<file path="src/rtl/alu_operand_loader_pkg.sv">
// Shared constants, opcodes, loader state type and operand-requirement helper
// for the matrix ALU operand loader.
package alu_operand_loader_pkg;
    localparam int DIM    = 5;
    localparam int ELEM_W = 8;
    localparam int N_ELEM = DIM * DIM;
    localparam int FLAT_W = N_ELEM * ELEM_W;

    localparam logic [2:0] OP_CLEAR  = 3'b000;
    localparam logic [2:0] OP_SUM    = 3'b001;
    localparam logic [2:0] OP_SUB    = 3'b010;
    localparam logic [2:0] OP_MUL    = 3'b011;
    localparam logic [2:0] OP_OPP    = 3'b100;
    localparam logic [2:0] OP_TRANS  = 3'b101;
    localparam logic [2:0] OP_SCALAR = 3'b110;
    localparam logic [2:0] OP_DET    = 3'b111;

    typedef enum logic [1:0] {
        ST_IDLE,
        ST_EXEC,
        ST_SAMPLE,
        ST_RESULT
    } loader_state_e;

    // Two-operand opcodes need B as well as A.
    function automatic logic needs_b(input logic [2:0] opcode);
        return opcode inside {OP_SUM, OP_SUB, OP_MUL};
    endfunction
endpackage

</file>
<file path="src/rtl/alu_operand_loader_if.sv">
// Signal bundle between the operand loader (slave) and its producer/ALU/consumer side (master).
interface alu_operand_loader_if #(
    parameter int ELEM_W = alu_operand_loader_pkg::ELEM_W,
    parameter int DIM    = alu_operand_loader_pkg::DIM
);
    // Every handshake here transfers on a rising edge where valid and ready are both high;
    // a producer keeps valid and its payload stable until that edge, ready may depend on valid.
    logic                      elem_valid;
    logic                      elem_ready;
    logic [ELEM_W-1:0]         elem_data;
    logic                      elem_sel;
    logic                      cmd_valid;
    logic                      cmd_ready;
    logic [2:0]                cmd_opcode;
    logic [ELEM_W-1:0]         cmd_scalar;
    logic                      a_full;
    logic                      b_full;
    logic [DIM*DIM*ELEM_W-1:0] alu_A_flat;
    logic [DIM*DIM*ELEM_W-1:0] alu_B_flat;
    logic [ELEM_W-1:0]         alu_f;
    logic [2:0]                alu_opcode;
    logic [DIM*DIM*ELEM_W-1:0] alu_C_flat;
    logic                      alu_overflow;
    logic                      res_valid;
    logic                      res_ready;
    logic [DIM*DIM*ELEM_W-1:0] res_C_flat;
    logic                      res_overflow;

    modport slave (
        input  elem_valid, elem_data, elem_sel, cmd_valid, cmd_opcode, cmd_scalar,
               alu_C_flat, alu_overflow, res_ready,
        output elem_ready, cmd_ready, a_full, b_full, alu_A_flat, alu_B_flat,
               alu_f, alu_opcode, res_valid, res_C_flat, res_overflow
    );

    modport master (
        output elem_valid, elem_data, elem_sel, cmd_valid, cmd_opcode, cmd_scalar,
               alu_C_flat, alu_overflow, res_ready,
        input  elem_ready, cmd_ready, a_full, b_full, alu_A_flat, alu_B_flat,
               alu_f, alu_opcode, res_valid, res_C_flat, res_overflow
    );
endinterface

</file>
<file path="src/rtl/alu_matrix_buffer.sv">
// One DIMxDIM operand matrix: row-major fill via write strobe, full flag after the
// last element, synchronous clear back to empty.
module alu_matrix_buffer #(
    parameter int ELEM_W = alu_operand_loader_pkg::ELEM_W,
    parameter int DIM    = alu_operand_loader_pkg::DIM
) (
    input  logic                      clock,
    input  logic                      reset_n,
    input  logic                      wr_en,
    input  logic                      clr,
    input  logic [ELEM_W-1:0]         wr_data,
    output logic [DIM*DIM*ELEM_W-1:0] data_flat,
    output logic                      full
);
    localparam int N_ELEM = DIM * DIM;
    localparam int IDX_W  = $clog2(N_ELEM + 1);

    logic [IDX_W-1:0] idx;

    // Writes into a full buffer are dropped, so the index stops at N_ELEM.
    always_ff @(posedge clock or negedge reset_n) begin
        if (!reset_n) begin
            data_flat <= '0;
            idx       <= '0;
            full      <= 1'b0;
        end else if (clr) begin
            data_flat <= '0;
            idx       <= '0;
            full      <= 1'b0;
        end else if (wr_en && !full) begin
            data_flat[int'(idx)*ELEM_W +: ELEM_W] <= wr_data;
            idx <= idx + IDX_W'(1);
            if (int'(idx) == N_ELEM - 1) full <= 1'b1;
        end
    end
endmodule

</file>
<file path="src/rtl/alu_operand_loader.sv">
// Matrix ALU front end: loads A/B operands, runs one ALU operation (2-cycle latency), holds the result.
// Build option ALU_LOADER_AUTO_CLEAR_EN clears both operand buffers on the result handshake.
module alu_operand_loader #(
    parameter int ELEM_W = alu_operand_loader_pkg::ELEM_W,
    parameter int DIM    = alu_operand_loader_pkg::DIM
) (
    input  logic                                  clock,
    input  logic                                  reset_n,
    alu_operand_loader_if.slave                   bus,
    output alu_operand_loader_pkg::loader_state_e state_dbg
);
    import alu_operand_loader_pkg::*;

    localparam int FW = DIM * DIM * ELEM_W;

    loader_state_e     state_q, state_d;
    logic [2:0]        op_q;
    logic [ELEM_W-1:0] f_q;
    logic [FW-1:0]     res_c_q;
    logic              res_o_q;
    logic [FW-1:0]     a_flat, b_flat;
    logic              a_full, b_full;
    logic              elem_rdy, elem_fire, operands_ok, cmd_rdy, cmd_fire, res_fire, buf_clr;

    assign elem_rdy  = (state_q == ST_IDLE) && !(bus.elem_sel ? b_full : a_full);
    assign elem_fire = bus.elem_valid && elem_rdy;

    always_comb begin
        operands_ok = 1'b1;
        if (bus.cmd_opcode != OP_CLEAR)
            operands_ok = needs_b(bus.cmd_opcode) ? (a_full && b_full) : a_full;
    end

    // An element transfer in the same cycle takes priority over a command.
    assign cmd_rdy  = (state_q == ST_IDLE) && operands_ok && !elem_fire;
    assign cmd_fire = bus.cmd_valid && cmd_rdy;
    assign res_fire = (state_q == ST_RESULT) && bus.res_ready;

`ifdef ALU_LOADER_AUTO_CLEAR_EN
    assign buf_clr = (cmd_fire && bus.cmd_opcode == OP_CLEAR) || res_fire;
`else
    assign buf_clr = cmd_fire && bus.cmd_opcode == OP_CLEAR;
`endif

    alu_matrix_buffer #(.ELEM_W(ELEM_W), .DIM(DIM)) u_buf_a (
        .clock     (clock),
        .reset_n   (reset_n),
        .wr_en     (elem_fire && !bus.elem_sel),
        .clr       (buf_clr),
        .wr_data   (bus.elem_data),
        .data_flat (a_flat),
        .full      (a_full)
    );

    alu_matrix_buffer #(.ELEM_W(ELEM_W), .DIM(DIM)) u_buf_b (
        .clock     (clock),
        .reset_n   (reset_n),
        .wr_en     (elem_fire && bus.elem_sel),
        .clr       (buf_clr),
        .wr_data   (bus.elem_data),
        .data_flat (b_flat),
        .full      (b_full)
    );

    always_ff @(posedge clock or negedge reset_n) begin
        if (!reset_n) state_q <= ST_IDLE;
        else          state_q <= state_d;
    end

    always_comb begin
        state_d = state_q;
        case (state_q)
            ST_IDLE:   if (cmd_fire && bus.cmd_opcode != OP_CLEAR) state_d = ST_EXEC;
            ST_EXEC:   state_d = ST_SAMPLE;
            ST_SAMPLE: state_d = ST_RESULT;
            ST_RESULT: if (bus.res_ready) state_d = ST_IDLE;
            default:   state_d = ST_IDLE;
        endcase
    end

    // The ALU's registered output from the EXEC edge is stable across SAMPLE.
    always_ff @(posedge clock or negedge reset_n) begin
        if (!reset_n) begin
            op_q    <= OP_CLEAR;
            f_q     <= '0;
            res_c_q <= '0;
            res_o_q <= 1'b0;
        end else begin
            if (cmd_fire && bus.cmd_opcode != OP_CLEAR) begin
                op_q <= bus.cmd_opcode;
                f_q  <= bus.cmd_scalar;
            end
            if (state_q == ST_SAMPLE) begin
                res_c_q <= bus.alu_C_flat;
                res_o_q <= bus.alu_overflow;
            end
        end
    end

    assign bus.elem_ready   = elem_rdy;
    assign bus.cmd_ready    = cmd_rdy;
    assign bus.a_full       = a_full;
    assign bus.b_full       = b_full;
    assign bus.alu_A_flat   = a_flat;
    assign bus.alu_B_flat   = b_flat;
    assign bus.alu_f        = f_q;
    assign bus.alu_opcode   = (state_q == ST_EXEC || state_q == ST_SAMPLE) ? op_q : OP_CLEAR;
    assign bus.res_valid    = (state_q == ST_RESULT);
    assign bus.res_C_flat   = res_c_q;
    assign bus.res_overflow = res_o_q;
    assign state_dbg        = state_q;
endmodule

</file>
<file path="src/flat_wrapper.sv">
// flat-port wrapper written by rule: the top's interface ports become plain ports
module alu_operand_loader_flat import alu_operand_loader_pkg::*;
#(
    parameter int ELEM_W = alu_operand_loader_pkg::ELEM_W,
    parameter int DIM    = alu_operand_loader_pkg::DIM
)
  (clock, reset_n, state_dbg, bus_elem_valid, bus_elem_data, bus_elem_sel, bus_cmd_valid, bus_cmd_opcode, bus_cmd_scalar, bus_alu_C_flat, bus_alu_overflow, bus_res_ready, bus_elem_ready, bus_cmd_ready, bus_a_full, bus_b_full, bus_alu_A_flat, bus_alu_B_flat, bus_alu_f, bus_alu_opcode, bus_res_valid, bus_res_C_flat, bus_res_overflow);
  alu_operand_loader_if #(.ELEM_W(ELEM_W), .DIM(DIM)) bus_i ();
  input  logic clock;
  input  logic reset_n;
  output alu_operand_loader_pkg::loader_state_e state_dbg;
  input wire logic [$bits(bus_i.elem_valid)-1:0] bus_elem_valid;
  input wire logic [$bits(bus_i.elem_data)-1:0] bus_elem_data;
  input wire logic [$bits(bus_i.elem_sel)-1:0] bus_elem_sel;
  input wire logic [$bits(bus_i.cmd_valid)-1:0] bus_cmd_valid;
  input wire logic [$bits(bus_i.cmd_opcode)-1:0] bus_cmd_opcode;
  input wire logic [$bits(bus_i.cmd_scalar)-1:0] bus_cmd_scalar;
  input wire logic [$bits(bus_i.alu_C_flat)-1:0] bus_alu_C_flat;
  input wire logic [$bits(bus_i.alu_overflow)-1:0] bus_alu_overflow;
  input wire logic [$bits(bus_i.res_ready)-1:0] bus_res_ready;
  output wire logic [$bits(bus_i.elem_ready)-1:0] bus_elem_ready;
  output wire logic [$bits(bus_i.cmd_ready)-1:0] bus_cmd_ready;
  output wire logic [$bits(bus_i.a_full)-1:0] bus_a_full;
  output wire logic [$bits(bus_i.b_full)-1:0] bus_b_full;
  output wire logic [$bits(bus_i.alu_A_flat)-1:0] bus_alu_A_flat;
  output wire logic [$bits(bus_i.alu_B_flat)-1:0] bus_alu_B_flat;
  output wire logic [$bits(bus_i.alu_f)-1:0] bus_alu_f;
  output wire logic [$bits(bus_i.alu_opcode)-1:0] bus_alu_opcode;
  output wire logic [$bits(bus_i.res_valid)-1:0] bus_res_valid;
  output wire logic [$bits(bus_i.res_C_flat)-1:0] bus_res_C_flat;
  output wire logic [$bits(bus_i.res_overflow)-1:0] bus_res_overflow;
  assign bus_i.elem_valid = bus_elem_valid;
  assign bus_i.elem_data = bus_elem_data;
  assign bus_i.elem_sel = bus_elem_sel;
  assign bus_i.cmd_valid = bus_cmd_valid;
  assign bus_i.cmd_opcode = bus_cmd_opcode;
  assign bus_i.cmd_scalar = bus_cmd_scalar;
  assign bus_i.alu_C_flat = bus_alu_C_flat;
  assign bus_i.alu_overflow = bus_alu_overflow;
  assign bus_i.res_ready = bus_res_ready;
  assign bus_elem_ready = bus_i.elem_ready;
  assign bus_cmd_ready = bus_i.cmd_ready;
  assign bus_a_full = bus_i.a_full;
  assign bus_b_full = bus_i.b_full;
  assign bus_alu_A_flat = bus_i.alu_A_flat;
  assign bus_alu_B_flat = bus_i.alu_B_flat;
  assign bus_alu_f = bus_i.alu_f;
  assign bus_alu_opcode = bus_i.alu_opcode;
  assign bus_res_valid = bus_i.res_valid;
  assign bus_res_C_flat = bus_i.res_C_flat;
  assign bus_res_overflow = bus_i.res_overflow;
  alu_operand_loader #(.ELEM_W(ELEM_W), .DIM(DIM)) u_core (.clock(clock), .reset_n(reset_n), .bus(bus_i), .state_dbg(state_dbg));
endmodule
</file>
<file path="config.mk">
export PLATFORM = sky130hd
export DESIGN_NAME = alu_operand_loader_flat
export DESIGN_NICKNAME = d
export VERILOG_FILES = /design/src/rtl/alu_operand_loader_pkg.sv /design/src/rtl/alu_operand_loader_if.sv /design/src/rtl/alu_matrix_buffer.sv /design/src/rtl/alu_operand_loader.sv /design/src/flat_wrapper.sv
export SDC_FILE = /design/constraint.sdc
export NUM_CORES = 1
export LEC_CHECK = 0
export CELL_PAD_IN_SITES_DETAIL_PLACEMENT = 1
export CELL_PAD_IN_SITES_GLOBAL_PLACEMENT = 2
export CORE_AREA = 5 5 322 324
export DETAILED_ROUTE_END_ITERATION = 6
export DIE_AREA = 0 0 327 329
export GPL_TIMING_DRIVEN = 0
export PLACE_DENSITY = 0.71
export SYNTH_ARGS = -nofsm -noshare
export SYNTH_HDL_FRONTEND = slang
export SYNTH_SLANG_ARGS = --single-unit
</file>
<file path="constraint.sdc">
create_clock -name clock -period 3.8 [get_ports clock]
set_input_delay 0.57 -clock clock [delete_from_list [all_inputs] [get_ports clock]]
set_output_delay 0.57 -clock clock [all_outputs]
set_load 0.05 [all_outputs]
</file>
==> results.sh, run 1 <==
export IMPL_post_route_period_util=0.984
export IMPL_maxSlewViolCount=0
export IMPL_dieWidth_um=327
export IMPL_wl_per_cell_um=32.4
export IMPL_min_from="u_core.u_buf_b.data_flat[81]"
export IMPL_ant_nets=0
export IMPL_rows=117
export IMPL_drt_iter0_drc=1192
export IMPL_fin_area_sq_um=38400
export IMPL_coreArea_sq_um=101000
export IMPL_htreeDepth=3
export IMPL_p_sw_frac=0.472
export IMPL_fmax_mhz=267
export IMPL_p_sw_mw=16.6
export IMPL_first_pass_iters=5
export IMPL_r2r_slack_ns=0.06
export IMPL_place_area_sq_um=35700
export IMPL_vias=21500
export IMPL_pwr_share_comb=0.507
export IMPL_synth_warning_count=0
export IMPL_start_kind="register"
export IMPL_synth_area_sq_um=25600
export IMPL_fin_skew_ns=0.0367
export IMPL_start_util=0.254
export IMPL_multi_input_area_sq_um=9290
export IMPL_rsz0062_at_grt="no"
export IMPL_cap_violations=0
export IMPL_ys_seq_area_frac=0.613
export IMPL_die_area_sq_um=108000
export IMPL_clock_latency_ns=0.65
export IMPL_die_y_um=329
export IMPL_numCtsBuffers=77
export IMPL_worstRegToRegCells=13
export IMPL_r2r_start="u_core.u_buf_b.idx[0]"
export IMPL_r2r_end="u_core.u_buf_b.data_flat[7]"
export IMPL_cts_tree="yes"
export IMPL_io_buffers=835
export IMPL_crit_path_end_kind="register"
export IMPL_fillers=10800
export IMPL_p_leak_nw=16.9
export IMPL_worstHoldPathCells=2
export IMPL_hold_path_class="reg -> reg"
export IMPL_status="finished, final reports clean"
export IMPL_path_max_fanout=10
export IMPL_dp_hpwl_um=116000
export IMPL_synth_edf_count=0
export IMPL_finalPower_mw=35.2
export IMPL_worstPathArrival_ns=4.21
export IMPL_synth_seq_cells=626
export IMPL_worst_slew_pin_transition_ns=1.43
export IMPL_synthFlopType="dfrtp_1"
export IMPL_grt_pass1_wl_um=195000
export IMPL_vias_per_cell=4.85
export IMPL_overflow=0
export IMPL_p_clk_frac=0.214
export IMPL_drt_wl_total_um=143000
export IMPL_final_common_cell="clkdlybuf4s50_1"
export IMPL_gp_congestion=0.987
export IMPL_hold_end="u_core.u_buf_b.data_flat[81]"
export IMPL_drc_errors=0
export IMPL_clock_sinks=626
export IMPL_worstSetupPathType="reg -> reg"
export IMPL_cts_max_path_buffers=3
export IMPL_synth_async_sr_flop_share=1.00
export IMPL_powerDensity_nw_per_um2=915
export IMPL_p_int_mw=18.6
export IMPL_ff_latch_area_sq_um=15700
export IMPL_grt_pass1_vias=23000
export IMPL_grt_total_usage=0.258
export IMPL_synth_area_per_cell_sq_um=12.0
export IMPL_pin_count=845
export IMPL_drive_gt1_frac=0.140
export IMPL_maxSlewHeadroom=0.0460
export IMPL_areaGrowthSynthToFinish_pct=50.3
export IMPL_ys_types=64
export IMPL_ir_drop_v=0.000583
export IMPL_grt_max_degree=124
export IMPL_synth_cells=2129
export IMPL_mostFrequentLayoutCells="clkdlybuf4s50_1, dfrtp_1, nand3_1"
export IMPL_final_hold_viol_count=0
export IMPL_synth_nets=2365
export IMPL_finalSetupViolCount=0
export IMPL_antenna_found_initial=52
export IMPL_crit_required_ns=4.27
export IMPL_clkTransAtPathRegs_ns=0.06
export IMPL_post_route_min_period_ns=3.74
export IMPL_root_buffer="clkbuf_16"
export IMPL_placed_cells=4279
export IMPL_stdcell_count=4428
export IMPL_fin_nets=3289
export IMPL_seqPwrFrac=0.279
-- synthesized netlist by cell type, types with 11 or more instances --
cell / count / area share
a21oi_1: 11 / 0.0022
and2_1: 20 / 0.0049
buf_1: 14 / 0.0021
buf_2: 26 / 0.0051
clkbuf_1: 97 / 0.014
dfrtp_1: 626 / 0.61
inv_1: 17 / 0.0025
mux2_2: 211 / 0.093
mux2i_1: 168 / 0.066
nand2_1: 169 / 0.025
nand3_1: 223 / 0.044
nand4_1: 13 / 0.0032
nor2_1: 157 / 0.023
nor3_1: 11 / 0.0022
o21ai_0: 211 / 0.041
o21ai_1: 14 / 0.0027
-- final cells by class --
type,instances,share of cell area
Antenna cell,12,0.000781
Buffer,144,0.0162
Clock buffer,109,0.0577
Clock inverter,24,0.00771
Inverter,17,0.00166
Multi-Input combinational cell,1341,0.242
Sequential cell,626,0.408
Tap cell,1309,0.0426
Timing Repair Buffer,846,0.224
-- routing by layer --
layer	share of wire	global-route usage	vias to the layer above
met5	0.00039	0	-
met4	0.030	0.0779	8
met3	0.061	0.0600	202
met2	0.52	0.469	773
met1	0.39	0.304	11200
li1	-	-	9308
-- critical path: stages, from the launching register on --
cell and delay (ns):
dfrtp_2 0.49, buf_4 0.23, inv_1 0.13, ha_1 0.20, clkbuf_4 0.22, nor2b_4 0.24, nor2b_1 0.16, ha_1 0.30
clkbuf_2 0.24, nor2_1 0.12, nand4_1 0.48, clkbuf_1 0.45, nand3_1 0.19, o21ai_0 0.10
-- through the flow --
stage	TNS (ns)	setup WS [ns]	utilization	hold slack (ns)
after floorplan	0	0.378	-	0.274
after global placement	-	-27.10	0.353	0.485
final	0	0.0604	0.381	0.499
after global routing	0	0.00317	0.381	0.517
after CTS	0	0.00324	0.381	0.488
after detailed placement	-198.87	-1.58	0.354	0.485
-- flip-flops by register name (all words and copies together), names as in the netlist --
signal	cells
u_core.bus.res_C_flat	200
u_core.u_buf_a.data_flat	200
u_core.u_buf_b.data_flat	200
u_core.bus.alu_f	8
u_core.u_buf_a.idx	5
u_core.u_buf_b.idx	5
u_core.op_q	3
u_core.state_dbg	2
u_core.bus.res_overflow	1
u_core.u_buf_a.full	1
u_core.u_buf_b.full	1
-- how the worst max path moves through the flow --
stage	to	slack, ns	cells past startpoint	start
after CTS	u_core.u_buf_a.data_flat[91]	0.003	8	u_core.state_dbg[0]
after global routing	u_core.u_buf_b.data_flat[39]	0.003	13	u_core.u_buf_b.idx[0]
final	u_core.u_buf_b.data_flat[7]	0.06	13	u_core.u_buf_b.idx[0]
after floorplan	u_core.u_buf_b.data_flat[192]	0.38	13	u_core.u_buf_b.idx[0]
after global placement	u_core.bus.res_C_flat[85]	-27.10	1	reset_n
after detailed placement	u_core.u_buf_a.data_flat[124]	-1.58	7	bus_elem_sel
-- logic make-up after synthesis --
group,share of synthesized area
AND/OR/NAND/NOR,0.135
flip-flops,0.613
multiplexers,0.159
AO/OA/AOI/OAI,0.0570
buffers and inverters,0.0262
XOR/XNOR,0.00568
adder cells (fa/ha/maj),0.00489
-- power groups by stage --
stage	Sequential, mW	Clock, mW	Combinational [mW]
final	9.83	7.53	17.8
after global routing	10.0	7.97	18.4
after CTS	9.84	7.73	18.0
after detailed placement	9.91	0	17.9
after global placement	9.89	0	17.7
after floorplan	15.9	0	4.49
-- repair_timing --
item / CTS / global route
pin swaps: 4 / 0
gates cloned: 0 / 0
hold endpoints to repair: 78 / 0
setup buffers: 4 / 0
endpoints found under the setup margin: 303 / 102
gates resized for setup: 15 / 8
hold buffers: 1 / 0
(Power assumes the default switching activity.)
==> run 2, diff against run 1 <==
--- a/config.mk
+++ b/config.mk
@@ -12,6 +12,8 @@
 export DIE_AREA = 0 0 327 329
 export GPL_TIMING_DRIVEN = 0
 export PLACE_DENSITY = 0.71
+export SETUP_SLACK_MARGIN = 0.4
+export SLEW_MARGIN = 20
 export SYNTH_ARGS = -nofsm -noshare
 export SYNTH_HDL_FRONTEND = slang
 export SYNTH_SLANG_ARGS = --single-unit
==> run 2 against run 1 <==
Effect of this change:
- sequential share of layout area is 0.28 points lower
- core utilization is 0.26 points higher
- design area is 0.68% higher
- final cell count is 0.34% higher
- critical path depth stayed put
- highest routed layer unchanged
- first-iteration DRC count is 6.0% lower
- count of clock-buffer cells in the layout is 6 lower
==> results.sh, run 2 (synthesis results as in run 1) <==
export IMPL_grt_pass1_vias=23300
export IMPL_maxSlewViolCount=0
export IMPL_drc_errors=0
export IMPL_clock_sinks=626
export IMPL_drive_gt1_frac=0.154
export IMPL_grt_total_usage=0.234
export IMPL_placed_cells=4280
export IMPL_maxSlewHeadroom=0.230
export IMPL_p_sw_frac=0.470
export IMPL_numCtsBuffers=74
export IMPL_final_util=0.384
export IMPL_vias_per_cell=4.79
export IMPL_preCtsSetupSlack_ns=-0.982
export IMPL_crit_required_ns=4.29
export IMPL_stdcell_count=4443
export IMPL_busiest_layer="met2"
export IMPL_root_buffer="clkbuf_16"
export IMPL_met2_usage=0.419
export IMPL_rsz0062_at_grt="yes"
export IMPL_wl_per_cell_um=29.2
export IMPL_fmax_mhz=303
export IMPL_rows=117
export IMPL_final_common_cell="clkdlybuf4s50_1"
export IMPL_setup_ws_ns=0.505
export IMPL_final_hold_viol_count=0
export IMPL_dieWidth_um=327
export IMPL_pin_count=845
export IMPL_cts_max_path_buffers=3
export IMPL_fin_nets=3310
export IMPL_start_kind="register"
export IMPL_grt_pass1_wl_um=181000
export IMPL_gp_congestion=0.942
export IMPL_path_max_fanout=10
export IMPL_die_y_um=329
export IMPL_fin_skew_ns=0.0270
export IMPL_cts_tree="yes"
export IMPL_dp_hpwl_um=103000
export IMPL_die_area_sq_um=108000
export IMPL_overflow=0
export IMPL_areaGrowthSynthToFinish_pct=51.3
export IMPL_path_common_cell="ha_1"
export IMPL_htreeDepth=3
export IMPL_drt_iter0_drc=1120
export IMPL_crit_path_end_kind="register"
export IMPL_post_route_period_util=0.867
export IMPL_cap_violations=0
export IMPL_mostFrequentLayoutCells="clkdlybuf4s50_1, dfrtp_1, nand3_1"
export IMPL_status="finished, final reports clean"
export IMPL_met3_usage=0.0592
export IMPL_ant_nets=0
export IMPL_powerDensity_nw_per_um2=900
export IMPL_p_int_mw=18.5
export IMPL_path_cells="clkbuf_8, buf_8, inv_1, ha_1, buf_6, nor2b_4, nor2b_1, ha_1, or3_1, a2111o_1, clkbuf_1, nand3_1, o21ai_0"
export IMPL_ir_drop_v=0.000736
export IMPL_clock_latency_ns=0.64
export IMPL_place_area_sq_um=35800
export IMPL_slowest_delay_ns=0.49
export IMPL_worstPathArrival_ns=3.79
export IMPL_hold_path_class="in -> async"
export IMPL_antenna_found_initial=17
export IMPL_fin_area_sq_um=38700
export IMPL_coreArea_sq_um=101000
export IMPL_worst_slew_pin_transition_ns=1.15
export IMPL_drt_wl_total_um=130000
export IMPL_finalPower_mw=34.8
export IMPL_p_leak_nw=17.0
export IMPL_critical_path_slowest_cell="a2111o_1"
export IMPL_first_pass_iters=5
export IMPL_p_sw_mw=16.4
export IMPL_grt_util_met1=0.270
export IMPL_start_util=0.254
export IMPL_finalSetupViolCount=0
export IMPL_io_buffers=835
export IMPL_p_clk_frac=0.211
export IMPL_pwr_share_comb=0.505
export IMPL_worstSetupPathType="reg -> reg"
export IMPL_clkTransAtPathRegs_ns=0.06
export IMPL_grt_max_degree=99
export IMPL_post_route_min_period_ns=3.30
export IMPL_fillers=10900
export IMPL_vias=21300
export IMPL_seqPwrFrac=0.284
run 2: changes by cell type in the layout (fill, tap and decap cells not counted), moves of 4 or more:
cell / delta
clkbuf_2: +18
diode_2: -6
clkbuf_1: -19
clkbuf_16: -4
buf_4: +18
run 2: timing repair:
action                                  CTS  global route
hold buffers                              1             0
hold endpoints to repair                 41             0
resized for setup                        33            35
setup buffers                             9            17
pin swaps                                 6             5
endpoints found under the setup margin  332           270
cloned                                    0             0
run 2: path summary, 6_finish.rpt:
check                      slack, ns  cells past startpoint                            end                       start
setup / recovery                0.50                     13  u_core.u_buf_b.data_flat[148]       u_core.u_buf_b.idx[0]
hold / removal                  0.44                      2     u_core.bus.res_C_flat[135]                     reset_n
setup reg to reg                0.50                     13  u_core.u_buf_b.data_flat[148]       u_core.u_buf_b.idx[0]
hold reg to reg                 0.50                      1     u_core.bus.res_C_flat[185]  u_core.bus.res_C_flat[185]
max in group asynchronous       1.63                      5  u_core.u_buf_a.data_flat[188]                     reset_n
min in group clock              0.50                      1     u_core.bus.res_C_flat[185]  u_core.bus.res_C_flat[185]
run 2: metrics by stage:
| stage | hold slack [ns] | TNS (ns) |
|---|---|---|
| after floorplan | 0.274 | 0 |
| after global placement | 0.484 | - |
| after detailed placement | 0.485 | -92.51 |
| after CTS | 0.389 | 0 |
| after global routing | 0.429 | 0 |
| final | 0.440 | 0 |
run 2: routing by layer:
metal	up-vias	wire, um	part of all wire
li1	9341	-	-
met1	11000	49800	0.38
met2	701	66600	0.51
met3	179	8060	0.062
met4	12	5310	0.041
met5	-	90	0.00069
run 2: power by group through the flow:
stage / logic (mW) / registers (mW) / clock network, mW
floorplan: 4.49 / 15.9 / 0
global placement: 17.3 / 9.96 / 0
detailed placement: 17.6 / 9.99 / 0
CTS: 17.7 / 9.90 / 7.54
global route: 18.3 / 10.1 / 7.80
finish: 17.6 / 9.89 / 7.34
run 2: critical path, delay by kind of cell (launching register included):
| family | cells | cell delay (ns) |
|---|---|---|
| flops | 1 | 0.36 |
| simple gates | 4 | 0.80 |
| buf+inv | 5 | 0.83 |
| compound gates | 2 | 0.58 |
| fa+ha+maj | 2 | 0.58 |
run 2: area by class of cell:
class	instances	area (sq um)	share of cell area
flip-flops and latches	626	15700	0.405
diodes	6	15.0	0.000388
clock inverters	27	367	0.00947
inverters	17	63.8	0.00165
clock buffers	103	2080	0.0538
plain buffers	145	692	0.0179
multi-input cells	1341	9360	0.242
well taps	1309	1640	0.0423
repair buffers	869	8820	0.228
==> run 3, diff against run 2 <==
--- a/config.mk
+++ b/config.mk
@@ -5,6 +5,7 @@
 export SDC_FILE = /design/constraint.sdc
 export NUM_CORES = 1
 export LEC_CHECK = 0
+export ABC_CLOCK_PERIOD_IN_PS = 3800
 export CELL_PAD_IN_SITES_DETAIL_PLACEMENT = 1
 export CELL_PAD_IN_SITES_GLOBAL_PLACEMENT = 2
 export CORE_AREA = 5 5 322 324
==> results of run 3 <==
Final layout, timing and power as in run 2 (identical DEF).
